<file path="config.mk">
export PLATFORM = sky130hd
export DESIGN_NAME = instr_fetch_unit
export DESIGN_NICKNAME = d
export VERILOG_FILES = /design/src/rtl/instr_fetch_unit.sv
export SDC_FILE = /design/constraint.sdc
export NUM_CORES = 1
export LEC_CHECK = 0
export ABC_AREA = 1
export BUFFER_PORTS_ARGS = -buffer_cell sky130_fd_sc_hd__buf_2
export CAP_MARGIN = 20
export CORE_MARGIN = 5
export CORE_UTILIZATION = 40
export CTS_CLUSTER_DIAMETER = 50
export DETAILED_ROUTE_END_ITERATION = 7
export PLACE_DENSITY = 0.67
export SYNTH_ARGS = -nofsm -noshare
export SYNTH_HDL_FRONTEND = slang
export SYNTH_SLANG_ARGS = --single-unit
</file>
<file path="constraint.sdc">
create_clock -name clk -period 1.6 [get_ports clk]
set_input_delay 0.32 -clock clk [delete_from_list [all_inputs] [get_ports clk]]
set_output_delay 0.32 -clock clk [all_outputs]
set_load 0.02 [all_outputs]
</file>
<file path="src/rtl/instr_fetch_unit.sv">
// instr_fetch_unit: PC generation, imem request issue and 32-bit extraction to decode; FETCH_WORD_REUSE_EN adds a one-word buffer.
// Latency: imem_valid at +1, inst_valid at +2; outputs hold while inst_ready is low, imem_req stays high until the response.
module instr_fetch_unit #(
  parameter int          XLEN     = 64,
  parameter logic [31:0] RESET_PC = 32'h0000_0000
) (
  input  logic            clk,
  input  logic            resetn,
  output logic            imem_req,
  output logic [31:0]     imem_addr,
  input  logic            imem_valid,
  input  logic            imem_err,
  input  logic [XLEN-1:0] imem_data,
  input  logic            redirect_valid,
  input  logic [31:0]     redirect_pc,
  output logic            inst_valid,
  input  logic            inst_ready,
  output logic [31:0]     inst,
  output logic [31:0]     inst_pc,
  output logic            inst_fault,
  output logic            fault_misaligned
);

  typedef enum logic [1:0] {
    S_FETCH   = 2'd0,
    S_DELIVER = 2'd1,
    S_HALT    = 2'd2
  } state_t;

  state_t      state;
  logic [31:0] pc;
  logic        kill;
  logic [31:0] fetched_inst;
  logic        redirect_misaligned;
  logic        resp_take;

`ifdef FETCH_WORD_REUSE_EN
  logic [63:0] buf_word;
  logic [28:0] buf_tag;
  logic        buf_vld;
  logic        reuse_hit;
`endif

  // The request is dropped in the response cycle so the controller never sees a second request for the same word.
  assign imem_req   = (state == S_FETCH) && !imem_valid;
  assign imem_addr  = pc;
  assign inst_valid = (state == S_DELIVER);

  assign fetched_inst        = pc[2] ? imem_data[63:32] : imem_data[31:0];
  assign redirect_misaligned = (redirect_pc[1:0] != 2'b00);
  assign resp_take           = imem_valid && !kill;

`ifdef FETCH_WORD_REUSE_EN
  // Only a lower-half instruction can be followed by its upper half from the same word.
  assign reuse_hit = buf_vld && !pc[2] && (buf_tag == pc[31:3]);
`endif

  always_ff @(posedge clk or negedge resetn) begin
    if (!resetn) begin
      state            <= S_FETCH;
      pc               <= RESET_PC;
      kill             <= 1'b0;
      inst             <= 32'h0;
      inst_pc          <= 32'h0;
      inst_fault       <= 1'b0;
      fault_misaligned <= 1'b0;
`ifdef FETCH_WORD_REUSE_EN
      buf_word         <= 64'h0;
      buf_tag          <= 29'h0;
      buf_vld          <= 1'b0;
`endif
    end else begin
      kill <= 1'b0;
      if (redirect_valid) begin
        // A request outstanding at redirect time returns next cycle and must be ignored.
        pc   <= redirect_pc;
        kill <= imem_req;
`ifdef FETCH_WORD_REUSE_EN
        buf_vld <= 1'b0;
`endif
        if (redirect_misaligned) begin
          state            <= S_DELIVER;
          inst             <= 32'h0;
          inst_pc          <= redirect_pc;
          inst_fault       <= 1'b1;
          fault_misaligned <= 1'b1;
        end else begin
          state <= S_FETCH;
        end
      end else begin
        case (state)
          S_FETCH: begin
            if (resp_take) begin
              state            <= S_DELIVER;
              inst             <= imem_err ? 32'h0 : fetched_inst;
              inst_pc          <= pc;
              inst_fault       <= imem_err;
              fault_misaligned <= 1'b0;
`ifdef FETCH_WORD_REUSE_EN
              buf_word <= imem_data[63:0];
              buf_tag  <= pc[31:3];
              buf_vld  <= !imem_err;
`endif
            end
          end
          S_DELIVER: begin
            if (inst_ready) begin
              if (inst_fault) begin
                state <= S_HALT;
              end else begin
                pc <= pc + 32'd4;
`ifdef FETCH_WORD_REUSE_EN
                if (reuse_hit) begin
                  state   <= S_DELIVER;
                  inst    <= buf_word[63:32];
                  inst_pc <= pc + 32'd4;
                end else begin
                  state <= S_FETCH;
                end
`else
                state <= S_FETCH;
`endif
              end
            end
          end
          S_HALT: begin
            state <= S_HALT;
          end
          default: begin
            state <= S_FETCH;
          end
        endcase
      end
    end
  end

endmodule

</file>
* After elaboration in Yosys (flattened, before gate mapping)
Cells that the tools add are included.
** Word-level totals
- Logic and storage cells :: 55
- Flip-flop bits (word level) :: 101
- Output and inout bits :: 100
- Input bits :: 102
** Cells by class
- Multiplexer cells :: 28
- Equal/unequal tests :: 6
- Reduce and logical (&&, ||, !) cells :: 13
- Add/subtract/negate cells :: 1
** Operators with widths (count)
- two-way mux 32 bit :: 14
- adder 32 x 3 -> 32 bit (second input constant) :: 1
- nonzero test 2 bit :: 5
- two-way mux 1 bit :: 9
- two-way mux 2 bit :: 4
- one-hot mux 2 bit (3 select lines) :: 1
- AND reduction 3 bit :: 2
- inequality test 3 x 2 -> 1 bit (second input constant) :: 1
- inequality test 3 bit (second input constant) :: 1
- equality test 2 x 1 -> 1 bit (second input constant) :: 1
- equality test 2 bit (second input constant) :: 1
- logical AND 1 bit :: 2
- zero test 1 bit :: 2
- zero test 2 bit :: 1
- inequality test 2 x 1 -> 1 bit (second input constant) :: 1
- inequality test 2 bit (second input constant) :: 1
- AND reduction 2 bit :: 1

* Depth between registers and ports, before layout
Gate-level depths: netlist of run 1.
- Depth after elaboration :: 5
- Depth in mapped cells :: 10
- Mapped depth without buffers :: 10

* Worst setup path after synthesis of run 1
No wires, ideal clock.
- Kind :: reg2reg
- Start :: register pc[3] (netlist: imem_addr[3])
- End :: register pc[30] (netlist: imem_addr[30])
- Data required time :: 1483 ps
- Period minus slack after synthesis :: 1609 ps
- Setup time :: 117 ps
- Path slack :: -9 ps
- Arrival time :: 1492 ps
- Cell stages (with the launch flop) :: 11
- Buffers on the path :: 0
- Cell sequence :: dfrtp_1 > ha_1 > nand2_1 > nor2_1 > nand2_1 > nor2_2 > nand2_1 > nand2_1 > nand3_1 > nand2_1 > nand2_1
** On the way
- Longest elaborated chain between the ends :: 5
** Ends and longest elaborated chain
- from (decl) :: RTL line 31 : logic [31:0] pc;
- from (signal assigned) :: RTL line 76 : pc <= redirect_pc;
- from (signal assigned) :: RTL line 111 : pc <= pc + 32'd4;
- adder 32 x 3 -> 32 bit :: RTL line 111
- two-way mux 32 bit :: RTL line 108 : if (inst_fault) begin
- two-way mux 32 bit :: RTL line 107 : if (inst_ready) begin
- two-way mux 32 bit :: RTL line 91 : case (state)
- two-way mux 32 bit :: RTL line 74 : if (redirect_valid) begin
Every way passes these cells. The select of a mux whose other input is x is not followed.
A chain may end at the register's enable or synchronous reset.

* Final worst setup path of run 1
- Start :: register pc[2] (netlist: imem_addr[2])
- End :: output imem_addr[2]
** RTL lines
- to (decl) :: RTL line 10 : output logic [31:0] imem_addr,
No word-level cell between the ends.

==> results of run 1 <==
## registers in the layout (all words and copies together), names as in the netlist
register / count
inst: 32
state: 2
inst_fault: 1
inst_pc: 32
fault_misaligned: 1
kill: 1
imem_addr: 32
## synthesized netlist by cell type
master      n
buf_4       6
inv_1      35
buf_6       4
o21a_1      1
nand3_4     2
o21bai_1    1
nand2_4     1
nand3_1    40
dfrtp_1   101
nor2_8      2
nor2_1     46
a21boi_1    1
buf_1       1
nor3_1      5
mux2i_1    40
nor2_2      6
buf_2      18
inv_2       4
nand2_1   199
nor2_4      4
a21oi_1    12
a32oi_1     1
nand3b_1    2
a31oi_1     7
o211ai_1    5
nand2_2     3
o21ai_0    16
nand4_1     4
ha_1        1
and2_1      1
o221ai_1    1
nand3_2     1
o21ai_1    67
## cell type report
cell class	instances	share of cell area (%)
Timing Repair Buffer	246	21.5
Clock buffer	11	3.39
Inverter	39	2.05
Multi-Input combinational cell	469	34.0
Sequential cell	101	35.4
Tap cell	172	3.01
Clock inverter	4	0.682
## power groups by stage
stage | clock (mW) | combinational (mW) | sequential [mW]
finish | 2.20 | 2.62 | 3.34
global route | 2.35 | 2.87 | 3.41
CTS | 2.26 | 2.63 | 3.33
detailed placement | 0 | 2.57 | 3.38
global placement | 0 | 2.55 | 3.37
floorplan | 0 | 0.985 | 3.86
## what timing repair did
item | in CTS | in global routing
cloned | 1 | 0
hold buffers | 1 | 0
pin swaps | 0 | 5
endpoints found under the setup margin | 1 | 12
gates resized for setup | 2 | 10
hold endpoints to repair | 22 | 0
buffers inserted | 0 | 4
## stage by stage
step,setup WS (ps),std cells
6_report,50.2,1042
5_1_grt,8.13,1042
4_1_cts,0.577,1038
3_5_place_dp,33.9,1021
3_3_place_gp,47.1,1021
2_1_floorplan,52.4,638
## layer usage
layer,share of wire (%),GRT usage [%],wire length (µm)
met4,1.3,5.87,203
met5,0,0,0
met2,49,35.3,7890
met1,43,26.8,6900
met3,6.0,4.33,960
## kinds of logic after synthesis
family | after synthesis
flip-flops | 101
buffers and inverters | 68
multiplexers | 40
AO/OA/AOI/OAI | 112
AND/OR/NAND/NOR | 316
adder cells (fa/ha/maj) | 1
## final timing paths
kind	from	endpoint	slack, ps	cells after the start
worst max register to register	imem_addr[2]	inst[31]	110	5
worst max-delay path	imem_addr[2]	imem_addr[2]	50	3
max in group asynchronous	resetn	inst[1]	670	3
min in group asynchronous	resetn	inst_pc[11]	430	2
worst min register to register	state[0]	state[1]	440	1
worst min-delay path	imem_valid	kill	160	2
==> out/results.txt, run 1 <==
The worst setup path is launched from a register. The element type at the critical path end was an output pin. Hold is met by 156 ps. Pin placement for this block handled 202 I/O pins. The internal power consumption was 5.24 mW; the post-synth net total was 741.

Cells with a size suffix above 1 make up 33.3% of the layout. The placed instances occupy a cell area of 6740 µm². In this run the remaining antenna-violating nets after routing total 0. At the end of the flow the core is filled with cells to 56.0%. The signal on the critical path passes through buf_4, buf_16, buf_4. The tools report the half-perimeter wire length after detailed placement as 12.2 mm.

In this run, the number of DRC markers left after iteration 0 of detailed routing was 324. TritonCTS built the clock tree. The run finished with clean final reports.

Yosys mapped the design onto 33 distinct sky130hd cell types. The run gives 15500 µm² as the floorplan die area. Yosys printed 0 warnings. The worst endpoint data arrival time came out at 1230 ps.

The die width was 125 µm. Among cell families on the critical path, the largest total delay comes from buffers and inverters. Counting the buffers created by CTS gives 9. The routed design has 16.0 mm of wire.

The tools report the initial antenna violation count as 0. Number of buffers inserted by port buffering: 201. On the final layout, the worst clock skew is 9.82 ps.

The global route total overflow is 0, and the via count of the first global-routing pass is 5152. The slowest stage of the critical path belongs to the cell dfrtp_2. The simple-gate share of the synthesized area works out to 26.4%. The run gives 41.0% as the part of the power in registers.

At the later pin of the worst-skew pair, clock insertion delay measures 350 ps. Yosys attributes the largest share of cell area to dfrtp_1 (48%), nand2_1 (14%), mux2i_1 (7.6%). The sequential cells in the finished layout cover a total of 2530 µm².

Max-cap violations in this run came to 0. For this run, the slowest stage of the critical path takes 430 ps. In this run the tightest slew margin relative to its limit is 74.3%. The tools report the net switching component of the power as 2.92 mW. The first detailed-routing pass ran for 5 iterations. The area growth from synthesis to final layout is 36.1%. Leaving out fill and tap cells, the most frequent cell in the layout is buf_2. Counting every sink on the clock net gives 101. The congestion estimate from routability-driven global placement came to 0.842.

Final net count: 969. The final critical path takes up 96.9% of the cycle. Of the total synthesized cell area, the portion taken by XOR and XNOR cells is 0%. The final total negative setup slack is 0 ps, and the largest fanout on the critical path is 3. The type of the most critical hold path was input pin to register. The maximum frequency from static timing analysis was 645 MHz. The tools report the peak supply drop as 0.604 mV.

Dividing the detail-routed via count by the number of cells gives 4.89. The final period demand of the worst path works out to 1550 ps. The top cell types in the final layout, fill and taps aside, are buf_2 (199), nand2_1 (197), dfrtp_1 (97).

After technology mapping, the gate count stands at 638. After filler insertion, the fill cell instance count of the layout stands at 1243. The share of synthesized area in the top cell type comes to 48.1%.

dfrtp_1 takes more of the synthesized area than any other cell. Setup violations remaining at the end of the flow were counted as 0. Entering global routing, the biggest net connects 32 pins. The startpoint-to-endpoint class of the critical path was register to output pin. The number of buffers between clock root and the deepest sink was 2. The total power divided by cell area works out to 1140 nW/µm².

The antenna diode count was 0. The required time reported for the critical path endpoint is 1280 ps, and the maximum level of the CTS H-tree is 3. The initial utilization of the core area, before any placement, comes to 41.1%.

Overall power consumption after layout is estimated at 8.16 mW. The core area is 12800 µm², and the area of all placed cells without fillers is 7150 µm². The run gives 0 as the final hold violation count.

Each instance of the synthesized netlist takes up on average 8.24 µm². In this run, the combinational gates consume 32.1% of the power. The cell seen most often among critical-path stages was buf_4.

The proportion of synthesized area in mux cells is 7.62%. After clock tree synthesis, the clock-pin slew on the worst setup and hold paths is 70 ps. The detailed router placed 5095 vias in this run. The register bit total from synthesis works out to 101. The fraction of power spent switching nets came out at 35.8%. The number of buffers and inverters on the critical path is 3. Setup repair after global routing left no endpoint under its margin. The run gives 0 as the number of max-slew violations in the final report.

For this design the static power due to leakage is 3.73 nW. In the final routed layout, each cell accounts on average for 15.3 µm. The complex-gate fraction of the synthesized area is 11.4%.

The main combinational cell family by area after synthesis is simple AND/OR/NAND/NOR gates. The fraction of the mapped netlist area in adder cells came out at 0.238%. In this run the core area contains 41 standard-cell rows. The part of the total power dissipated in the clock network is 26.9%, and the die outline height is 125 µm. The final routed DRC violation total came out at 0.

In this run the clock root is driven by a clkbuf_16. The first global-routing pass estimated 26.2 mm of wire. After synthesis the cells add up to 5260 µm². For the area taken by multi-input logic gates, the log shows 2430 µm². The total routing resource utilization after global routing was 20.8%; the share of synthesized area occupied by flip-flops and latches was 48.1%.

The pin slew with the least headroom to its limit works out to 386 ps.
Power figures use the tool's default switching activity.
==> inputs of run 2 (changes only) <==
--- a/config.mk
+++ b/config.mk
@@ -12,7 +12,7 @@
 export CORE_UTILIZATION = 40
 export CTS_CLUSTER_DIAMETER = 50
 export DETAILED_ROUTE_END_ITERATION = 7
-export PLACE_DENSITY = 0.67
+export PLACE_DENSITY = 0.69
 export SYNTH_ARGS = -nofsm -noshare
 export SYNTH_HDL_FRONTEND = slang
 export SYNTH_SLANG_ARGS = --single-unit
==> out/results.txt, run 2 (same netlist as run 1, synthesis figures left out) <==
The flow ran to the end, and the final reports show no timing, DRC or antenna violations. The startpoint of the most critical register-to-register path is imem_addr[2] (unchanged). The worst reg-to-reg path cell count is 8 (was 5).

The tools report the boundary pin count as 202 (unchanged). The final net count was 968 (was 969); the global route total overflow was 0 (unchanged). The tools report the number of violations reported at the end of detailed-routing iteration 0 as 296 (was 324).

The destination of the worst register-to-register timing path was imem_addr[31] (was inst[31]). The cell row count came out at 41 (unchanged). The number of nets with antenna violations after detailed routing is 0 (unchanged), and the detail-routed via count per cell is 4.90 (was 4.89).

The via count was 5107 (was 5095). The final wirelength is 15.8 mm (was 16.0 mm), and the maximum frequency from static timing analysis is 640 MHz (was 645 MHz). The peak supply drop was 0.549 mV (was 0.604 mV); the floorplan die area was 15500 µm² (unchanged). Top library cells by usage in the layout, fill and taps aside: buf_2 (200), nand2_1 (197), dfrtp_1 (98) (was buf_2 (199), nand2_1 (197), dfrtp_1 (97)). The required time reported for the critical path endpoint was 1280 ps (about the same); the worst hold path stage count was 2 (unchanged).

The final hold violation count came out at 0 (unchanged). The length of the first detailed-routing pass in iterations is 5 (unchanged). The final period demand of the worst path is 1560 ps (was 1550 ps), and the fraction of the cycle the final worst path needs is 97.7% (was 96.9%). For the last weighted congestion value of the routability-driven placer, the log shows 0.838 (was 0.842).

The worst-path cell with the longest stage delay was dfrtp_2 (unchanged). The fraction of final layout cells with drive strength greater than 1 came out at 33.1% (was 33.3%). The half-perimeter wire length after detailed placement was 12.1 mm (was 12.2 mm). The most frequent standard cell in the layout excluding fill and tap cells was buf_2 (unchanged).

The core area came out at 12800 µm² (unchanged). The element type at the critical path end was an output pin (unchanged). Hold-critical path endpoint: kill (unchanged).

Kind of cell adding the most delay to the critical path: buffers and inverters (unchanged). The worst endpoint data arrival time is 1240 ps (was 1230 ps), and the number of buffers and inverters on the critical path is 3 (unchanged). The tools report the fill cell total of the finished layout as 1241 (was 1243). The maximum level of the CTS H-tree was 3 (unchanged). Launch point of the worst hold path: imem_valid (unchanged). The area growth from synthesis to final layout is 35.1% (was 36.1%). The pin slew with the least headroom to its limit works out to 367 ps (was 386 ps). Largest fanout on the critical path: 18 (was 3). The tools report the total routing resource utilization after global routing as 20.2% (was 20.8%).

The run gives 3.71 nW (was 3.73 nW) as the cell leakage power. The logs give 350 ps (about the same) for the worst-skew pair later-pin latency and 25.7 mm (was 26.2 mm) for the wire length of the first global-routing pass. The CTS buffer count was 9 (unchanged); the delay contributed by the slowest stage of the critical path was 400 ps (was 430 ps). The antenna diode count came out at 0 (unchanged). TritonCTS built the clock tree.

The type of the most critical hold path was input pin to register (unchanged). The tools report the initial antenna violation count as 0 (unchanged). The tools report the largest net degree at the start of global routing as 51 (was 32).

Startpoint-to-endpoint class of the critical path: register to output pin (unchanged). Series of cell instances along the critical path: buf_4, buf_16, buf_2 (was buf_4, buf_16, buf_4). The logs give 8.18 mW (was 8.16 mW) for the total power consumption of the routed design and 0 (unchanged) for the count of final setup violators. Number of max-capacitance violations reported: 0 (unchanged). The setup slack of the most critical reg-to-reg path was 120 ps (was 110 ps); the register clock-pin slew on the reported worst setup and hold paths was 70 ps (about the same). The area of all placed cells without fillers is 7100 µm² (was 7150 µm²). The die outline height was 125 µm (unchanged); the clock sink total was 101 (unchanged). The number of instances in the placed design came out at 1021 (unchanged). The type of element launching the critical path was a register (unchanged). The sequential standard cell area was 2530 µm² (about the same).

The tools report the headroom to the max-slew limit as 75.3% (was 74.3%). The number of non-filler instances in the completed layout is 1042 (unchanged). The logs give 0 (unchanged) for the final routed DRC violation total and 7.35 ps (was 9.82 ps) for the worst clock skew.

The detail-routed net length per standard cell came out at 15.1 µm (was 15.3 µm). The buffer type at the clock tree root was clkbuf_16 (unchanged). The number of buffers between clock root and the deepest sink is 2 (unchanged).

The die width is 125 µm (unchanged), and the effective utilization at floorplan is 41.1% (unchanged). The critical path launch point is imem_addr[2] (unchanged). The run gives 6700 µm² (was 6740 µm²) as the post-place instance area.

The number of buffers inserted by port buffering was 201 (unchanged); the via count of the first global-routing pass was 5048 (was 5152). The number of max-slew violations in the final report is 0 (unchanged). The total power divided by cell area is 1150 nW/µm² (was 1140 nW/µm²).

The area taken by multi-input logic gates is 2420 µm² (was 2430 µm²).
## run 2: cell types whose count changed in the layout (fill, tap and decap cells not counted), moves of 2 or more
cell        before  now
buf_12          11    8
buf_4           32   34
clkinv_2         2    0
clkinvlp_4       0    2
## run 2: worst reg2reg max path, cell delays in order (launching register included)
cell	delay (ps)
dfrtp_2	360
buf_4	150
nand3_2	110
nor2_2	130
nand3_1	200
nor2_4	210
nand3_1	90
nand3_1	80
nand2_1	60
## run 2: how the worst max path moves through the flow
stage	end	slack (ps)	cells past startpoint
6_report	imem_addr[2]	40	3
5_1_grt	imem_addr[27]	-9	7
4_1_cts	imem_addr[2]	20	3
3_5_place_dp	state[0]	70	7
3_3_place_gp	state[0]	80	7
2_1_floorplan	imem_addr[30]	50	10
## run 2: final cells by class
type / instances / share of cell area, %
Clock inverter: 6 / 1.00
Clock buffer: 10 / 3.22
Multi-Input combinational cell: 469 / 34.1
Sequential cell: 101 / 35.6
Inverter: 39 / 2.06
Tap cell: 172 / 3.03
Timing Repair Buffer: 245 / 20.9
## run 2: repair_timing
action | CTS | global route
cloned | 1 | 0
hold buffers | 1 | 0
buffers inserted | 0 | 3
setup endpoints to repair | 1 | 11
pin swaps | 0 | 3
resized for setup | 1 | 7
endpoints found under the hold margin | 53 | 0
## run 2: metrics by stage
stage	setup TNS, ps	worst slack, ps	hold slack, ps	util, %
2_1_floorplan	0	52.4	24.4	-
3_3_place_gp	0	84.1	328	52.5
3_5_place_dp	0	65.5	323	52.5
4_1_cts	0	17.3	142	55.2
5_1_grt	-19.0	-8.64	153	55.6
6_report	0	36.6	154	55.6
## run 2: per-layer routing
layer	routed length [µm]	GRT usage (%)	vias to the layer above
met1	6990	26.6	2393
li1	-	-	2571
met4	249	5.67	0
met5	0	0	-
met2	7710	33.8	127
met3	822	4.12	16
## run 2: report_power, final
group	leakage, nW	internal (mW)	switching (mW)
Combinational	2.29	0.976	1.62
Sequential	1.27	2.98	0.344
Clock	0.140	1.23	1.02
